`src/rtl/int_div_32.sv`:
```
// Iterative 32-bit integer divider: restoring radix-2, one quotient bit per cycle.
// Handles DIV/DIVU/REM/REMU with the usual divide-by-zero and signed-overflow results.
//
// state | meaning
// IDLE  | ready for a request
// CALC  | one restoring step per cycle, 32 steps
// FIX   | apply recorded signs, load result
// DONE  | result valid, waiting for consumer
module int_div_32 #(
  parameter int OPERAND_SIZE = 32
) (
  input  logic                    clk_i,
  input  logic                    rst_ni,
  input  logic                    valid_i,
  output logic                    ready_o,
  input  logic [1:0]              op_i,
  input  logic [OPERAND_SIZE-1:0] X_i,
  input  logic [OPERAND_SIZE-1:0] Y_i,
  input  logic                    kill_i,
  output logic                    valid_o,
  input  logic                    ready_i,
  output logic [OPERAND_SIZE-1:0] Result_o
);

  localparam int W = OPERAND_SIZE;

  typedef enum logic [1:0] {IDLE, CALC, FIX, DONE} state_t;

  state_t         state_q;
  logic [W-1:0]   divisor_q;
  logic [W-1:0]   rem_q;
  logic [W-1:0]   quo_q;
  logic [W-1:0]   result_q;
  logic           is_rem_q;
  logic           q_neg_q;
  logic           r_neg_q;
  logic [4:0]     cnt_q;

  logic           is_signed;
  logic           x_neg;
  logic           y_neg;
  logic [W-1:0]   x_abs;
  logic [W-1:0]   y_abs;
  logic           div_zero;
  logic           ovf;

  logic [W:0]     rem_sh;
  logic [W-1:0]   diff;
  logic           step_ok;
  logic [W-1:0]   quo_fix;
  logic [W-1:0]   rem_fix;

  assign is_signed = ~op_i[0];
  assign x_neg     = is_signed & X_i[W-1];
  assign y_neg     = is_signed & Y_i[W-1];
  assign x_abs     = x_neg ? -X_i : X_i;
  assign y_abs     = y_neg ? -Y_i : Y_i;
  assign div_zero  = (Y_i == '0);
  assign ovf       = is_signed & (X_i == {1'b1, {(W-1){1'b0}}}) & (&Y_i);

  // The 33-bit trial is non-negative when the shifted-out bit is set or the low
  // bits already cover the divisor; the low W bits of the difference are exact then.
  assign rem_sh  = {rem_q, quo_q[W-1]};
  assign step_ok = rem_sh[W] | (rem_sh[W-1:0] >= divisor_q);
  assign diff    = rem_sh[W-1:0] - divisor_q;

  assign quo_fix = q_neg_q ? -quo_q : quo_q;
  assign rem_fix = r_neg_q ? -rem_q : rem_q;

  assign ready_o  = (state_q == IDLE);
  assign valid_o  = (state_q == DONE);
  assign Result_o = result_q;

  always_ff @(posedge clk_i or negedge rst_ni) begin
    if (!rst_ni) begin
      state_q   <= IDLE;
      divisor_q <= '0;
      rem_q     <= '0;
      quo_q     <= '0;
      result_q  <= '0;
      is_rem_q  <= 1'b0;
      q_neg_q   <= 1'b0;
      r_neg_q   <= 1'b0;
      cnt_q     <= '0;
    end else if (kill_i) begin
      state_q <= IDLE;
      cnt_q   <= '0;
    end else begin
      case (state_q)
        IDLE: begin
          if (valid_i) begin
            is_rem_q <= op_i[1];
            cnt_q    <= '0;
            if (div_zero) begin
              result_q <= op_i[1] ? X_i : '1;
              state_q  <= DONE;
            end else if (ovf) begin
              result_q <= op_i[1] ? '0 : {1'b1, {(W-1){1'b0}}};
              state_q  <= DONE;
            end else begin
              divisor_q <= y_abs;
              rem_q     <= '0;
              quo_q     <= x_abs;
              q_neg_q   <= x_neg ^ y_neg;
              r_neg_q   <= x_neg;
              state_q   <= CALC;
            end
          end
        end
        CALC: begin
          rem_q <= step_ok ? diff : rem_sh[W-1:0];
          quo_q <= {quo_q[W-2:0], step_ok};
          cnt_q <= cnt_q + 5'd1;
          if (cnt_q == 5'd31) state_q <= FIX;
        end
        FIX: begin
          result_q <= is_rem_q ? rem_fix : quo_fix;
          state_q  <= DONE;
        end
        DONE: begin
          if (ready_i) state_q <= IDLE;
        end
        default: state_q <= IDLE;
      endcase
    end
  end

endmodule

```
`config.mk`:
```
export PLATFORM = sky130hd
export DESIGN_NAME = int_div_32
export DESIGN_NICKNAME = d
export VERILOG_FILES = /design/src/rtl/int_div_32.sv
export SDC_FILE = /design/constraint.sdc
export NUM_CORES = 1
export LEC_CHECK = 0
export BUFFER_PORTS_ARGS = -buffer_cell sky130_fd_sc_hd__buf_2
export CELL_PAD_IN_SITES_DETAIL_PLACEMENT = 0
export CELL_PAD_IN_SITES_GLOBAL_PLACEMENT = 2
export CORE_UTILIZATION = 36
export DETAILED_ROUTE_END_ITERATION = 8
export GPL_ROUTABILITY_DRIVEN = 0
export PLACE_DENSITY_LB_ADDON = 0.1
export REMOVE_ABC_BUFFERS = 1
export SLEW_MARGIN = 5
export SYNTH_ARGS = -nofsm -noshare
export SYNTH_HDL_FRONTEND = slang
export SYNTH_SLANG_ARGS = --single-unit
```
`constraint.sdc`:
```
create_clock -name clk_i -period 4.5 [get_ports clk_i]
set_input_delay 0.225 -clock clk_i [delete_from_list [all_inputs] [get_ports clk_i]]
set_output_delay 0.225 -clock clk_i [all_outputs]
set_load 0.02 [all_outputs]
```
[After elaboration in Yosys (flattened, before gate mapping)]
Index checks and enable logic that the tools add are counted.
Storage, ports and cells
  flip-flop bits (word level): 138
  input port bits: 71
Cells by class
  add/subtract/negate cells: 6
  $lt $le $gt $ge: 1
  equal/unequal tests: 12
  muxes and demuxes: 30
  bitwise operators: 10
  reductions and logical operators: 12
Operator list (number)
  $mux 32: 17
  $pmux 32 s2: 3
  $neg 32->32: 4
  $eq 32x32->1 const B: 1
  $ge 32x32->1: 1
  $logic_not 32->1: 1
  $reduce_and 32->1: 1
  $sub 32x32->32: 1
  $mux 2: 6
  $mux 5: 2
  $pmux 5 s2: 1
  $reduce_and 5->1: 2
  $pmux 2 s4: 1
  $ne 2x2->1 const B: 3
  $ne 3x2->1 const B: 2
  $reduce_and 3->1: 2
  $add 5x1->5 const B: 1
  $eq 5x5->1 const B: 1
  $and 1x1->1: 4
  $eq 2x2->1 const B: 2
  $not 1->1: 4
  $reduce_and 4->1: 1
  $reduce_bool 2->1: 2
  $ne 3x1->1 const B: 1
  7 further kinds: 7

[Logic depth before layout (Yosys ltp)]
  depth in word-level cells: 8
  mapped depth: 12
  mapped depth without buffers: 11

[Least setup slack after synthesis]
No wires, ideal clock.
  path type: register to register
  start point: reg quo_q[3]
  end point: reg result_q[27], in the netlist Result_o[27]
  library setup time: 0.083 ns
  arrival time: 3.276 ns
  setup slack: 1.141 ns
  stages on the path, launching flop included: 9
  period minus slack after synthesis: 3.359 ns
  cell sequence: dfrtp_1 -> or4_4 -> or4_4 -> or4_4 -> or4_4 -> o31ai_1 -> xor2_1 -> a221o_1 -> o21ai_0
On the way
  longest elaborated chain between the ends: 4
RTL lines
  start, declared: line 32  | logic [W-1:0] quo_q;
  start signal, assigned: line 103  | quo_q <= x_abs;
  start signal, assigned: line 112  | quo_q <= {quo_q[W-2:0], step_ok};
  $neg 32->32: line 67  | assign quo_fix = q_neg_q ? -quo_q : quo_q;
  $mux 32: line 67
  $mux 32: line 117  | result_q <= is_rem_q ? rem_fix : quo_fix;
  $pmux 32 s2: line 89  | case (state_q)
  end signal, assigned: line 95  | result_q <= op_i[1] ? X_i : '1;
  end signal, assigned: line 98  | result_q <= op_i[1] ? '0 : {1'b1, {(W-1){1'b0}}};
  end signal, assigned: line 117
  end, declared: line 33  | logic [W-1:0] result_q;
Every way passes these cells.
A chain may end at the register's enable or synchronous reset.

[Final worst setup path]
Ends and elaborated chain as after synthesis.

==> flow_summary.json <==
{
  "status": "finished, final reports clean",
  "crit_arrival_ns": 3.91,
  "cts_hold_buf": 1,
  "crit_end": "Result_o[27]",
  "hold_viol": 0,
  "cts_resized": 0,
  "path_max_fanout": 5,
  "r2r_slack_ns": 0.94,
  "p_leak_nw": 5.52,
  "grt_pass1_vias": 9566,
  "cts_buffers": 17,
  "antenna_found_initial": 0,
  "ys_types": 65,
  "grt_use_total": 0.219,
  "slew_violations": 0,
  "hold_start": "Y_i[24]",
  "ys.flop_type": "dfrtp_1",
  "yosysTopAreaCellShare": 0.316,
  "vias": 10100,
  "overflow": 0,
  "die_area_um2": 31000,
  "drtIter0Drc": 640,
  "diodes": 0,
  "multi_input_area_um2": 6990,
  "cp_cell_sequence": "or4_4 > or4_4 > or4_4 > or4_4 > o31ai_1 > xor2_1 > a221o_1 > o21ai_0",
  "grt_max_degree": 103,
  "cts_num_sinks": 138,
  "peakVddDrop_v": 0.000429,
  "synthArstFlopShare": 1.00,
  "worstPathRequired_ns": 4.85,
  "final_nets": 1578,
  "initial_utilization": 0.367,
  "synth_area_leaders": "dfrtp_1, o21ai_0, xnor2_1",
  "worstSetupEndpointType": "flop",
  "setup_viol": 0,
  "drt-total-wl_um": 33700,
  "via_per_inst": 5.42,
  "root_buffer": "clkbuf_16",
  "timing.final.crit_share": 0.791,
  "timing.final.ws_setup_ns": 0.941,
  "final_core_util": 0.421,
  "yosys.area.top_type": "dfrtp_1",
  "synth_cells": 1380,
  "core_area_um2": 29700,
  "clk_pin_slew_ns": 0.07,
  "worst-setup-path-type": "reg -> reg",
  "tightest_slew_ns": 1.03,
  "cp_common_cell": "or4_4",
  "dpl.hpwl_um": 25400,
  "grt_pass1_wl_um": 53800,
  "netlist_area_um2": 10900,
  "clock_latency_ns": 0.43,
  "fin_crit_ns": 3.56,
  "die_x_um": 176,
  "avgSynthCellArea_um2": 7.91,
  "pre_cts_slack_ns": 0.941,
  "cts_tree": "built",
  "seq_area_frac_synth": 0.316,
  "startpoint": "quo_q[3]",
  "rsz0062_at_grt": "no",
  "synthToLayoutAreaGrowth_pct": 14.8,
  "final.setup_skew_ns": 0.0135,
  "row_count": 63,
  "layout-drive-gt1-share": 0.131,
  "critPathSlowestCell": "or4_4",
  "final_antenna_net_count": 0,
  "relSlewSlack": 0.315,
  "worstSetupStartpointType": "flop",
  "clock.fmax_mhz": 281,
  "powerDensity_nw_per_um2": 707,
  "r2r-start": "quo_q[3]",
  "maxCapViolations": 0,
  "drc": 0,
  "ys_ff_latch": 138,
  "reg2reg_depth": 8,
  "wire_per_inst_um": 18.1,
  "post_cts_buffers": 0,
  "synth_edf_count": 0,
  "dieHeight_um": 176,
  "r2r-end": "Result_o[27]",
  "cts_buffer_depth": 2,
  "io_pins": 105,
  "htreeDepth": 4,
  "max_stage_delay_ns": 0.56,
  "io_buffers": 104,
  "fillers": 3094,
  "hold_class": "in -> reg",
  "first_pass_iters": 5,
  "regArea_um2": 3450,
  "yosysWarnings": 0
}
stage by stage:
stage | cells | power [W] | TNS [ns] | area (um2) | hold slack [ns]
after CTS | 1866 | 0.00889 | 0 | 12500 | 0.123
after global routing | 1866 | 0.00963 | 0 | 12500 | 0.137
after floorplan | 1309 | 0.00563 | -127.78 | 10600 | -0.0706
after global placement | 1833 | 0.00741 | 0 | 11900 | 0.427
after detailed placement | 1833 | 0.00742 | 0 | 11900 | 0.431
final | 1866 | 0.00886 | 0 | 12500 | 0.131
where the power goes:
part / internal (W) / leakage, nW / switching, W
Clock: 0.000828 / 0.289 / 0.000615
Combinational: 0.00205 / 3.45 / 0.00311
Sequential: 0.00168 / 1.78 / 0.000583
Total: 0.00456 / 5.52 / 0.00430
final cells by class:
class                      instances  area share
inverter                          57      0.0171
tap                              390      0.0390
multi-input combinational       1114       0.558
clock inverter                    15      0.0132
timing repair buffer             135      0.0628
clock buffer                      17      0.0340
sequential                       138       0.276
worst min-delay path by stage:
stage | depth (start not counted) | endpoint | slack (ns)
6_report | 3 | divisor_q[24] | 0.13
5_1_grt | 2 | cnt_q[4] | 0.14
4_1_cts | 3 | divisor_q[23] | 0.12
3_5_place_dp | 1 | quo_q[23] | 0.43
3_3_place_gp | 1 | Result_o[22] | 0.43
2_1_floorplan | 0 | Result_o[0] | -0.07
worst max-delay path, delay by kind of cell, from the launching register on:
| family | cells | cell delay [ns] |
|---|---|---|
| flops | 1 | 0.43 |
| compound gates | 3 | 0.75 |
| simple gates | 4 | 2.21 |
| xor+xnor | 1 | 0.10 |
cells in the mapped netlist, drive strengths merged (11+ instances only):
cell	number
a21oi	107
clkbuf	66
dfrtp	138
ha	43
inv	55
mux2i	25
nand2	170
nand2b	16
nand3	21
nand4	22
nor2	118
nor2b	11
nor3	20
nor4	13
o211ai	15
o21a	11
o21ai	165
o31ai	47
o41ai	11
or3	18
or4	18
xnor2	80
xor2	65
cell families after synthesis:
logic type / Yosys count / synth area share
simple gates: 458 / 0.199
compound gates: 441 / 0.249
xor+xnor: 145 / 0.116
flops: 138 / 0.316
buf+inv: 128 / 0.0441
fa+ha+maj: 44 / 0.0511
mux: 26 / 0.0240
placed cells by master, fill, tap and decap left out, types with 16 or more instances in the layout:
| cell | count |
|---|---|
| nand2_1 | 170 |
| o21ai_0 | 163 |
| dfrtp_1 | 138 |
| nor2_1 | 118 |
| a21oi_1 | 106 |
| buf_2 | 103 |
| xnor2_1 | 80 |
| xor2_1 | 65 |
| inv_1 | 55 |
| o31ai_1 | 46 |
| ha_1 | 42 |
| buf_4 | 28 |
| mux2i_1 | 25 |
| nand4_1 | 22 |
| nand3_1 | 21 |
| nor3_1 | 20 |
| or3_1 | 17 |
| clkbuf_16 | 17 |
| nand2b_1 | 16 |
routing by layer:
layer / up-vias / part of all wire / track usage
met1: 4795 / 0.52 / 0.330
met4: 0 / 0.010 / 0.0446
met3: 24 / 0.030 / 0.0233
met2: 163 / 0.44 / 0.336
met5: - / 0 / 0
li1: 5137 / - / -
registers in the layout (all words and copies together) (netlist names):
signal,cells
is_rem_q,1
state_q,2
q_neg_q,1
r_neg_q,1
rem_q,32
Result_o,32
quo_q,32
cnt_q,5
divisor_q,32
Power figures use the tool's default switching activity.
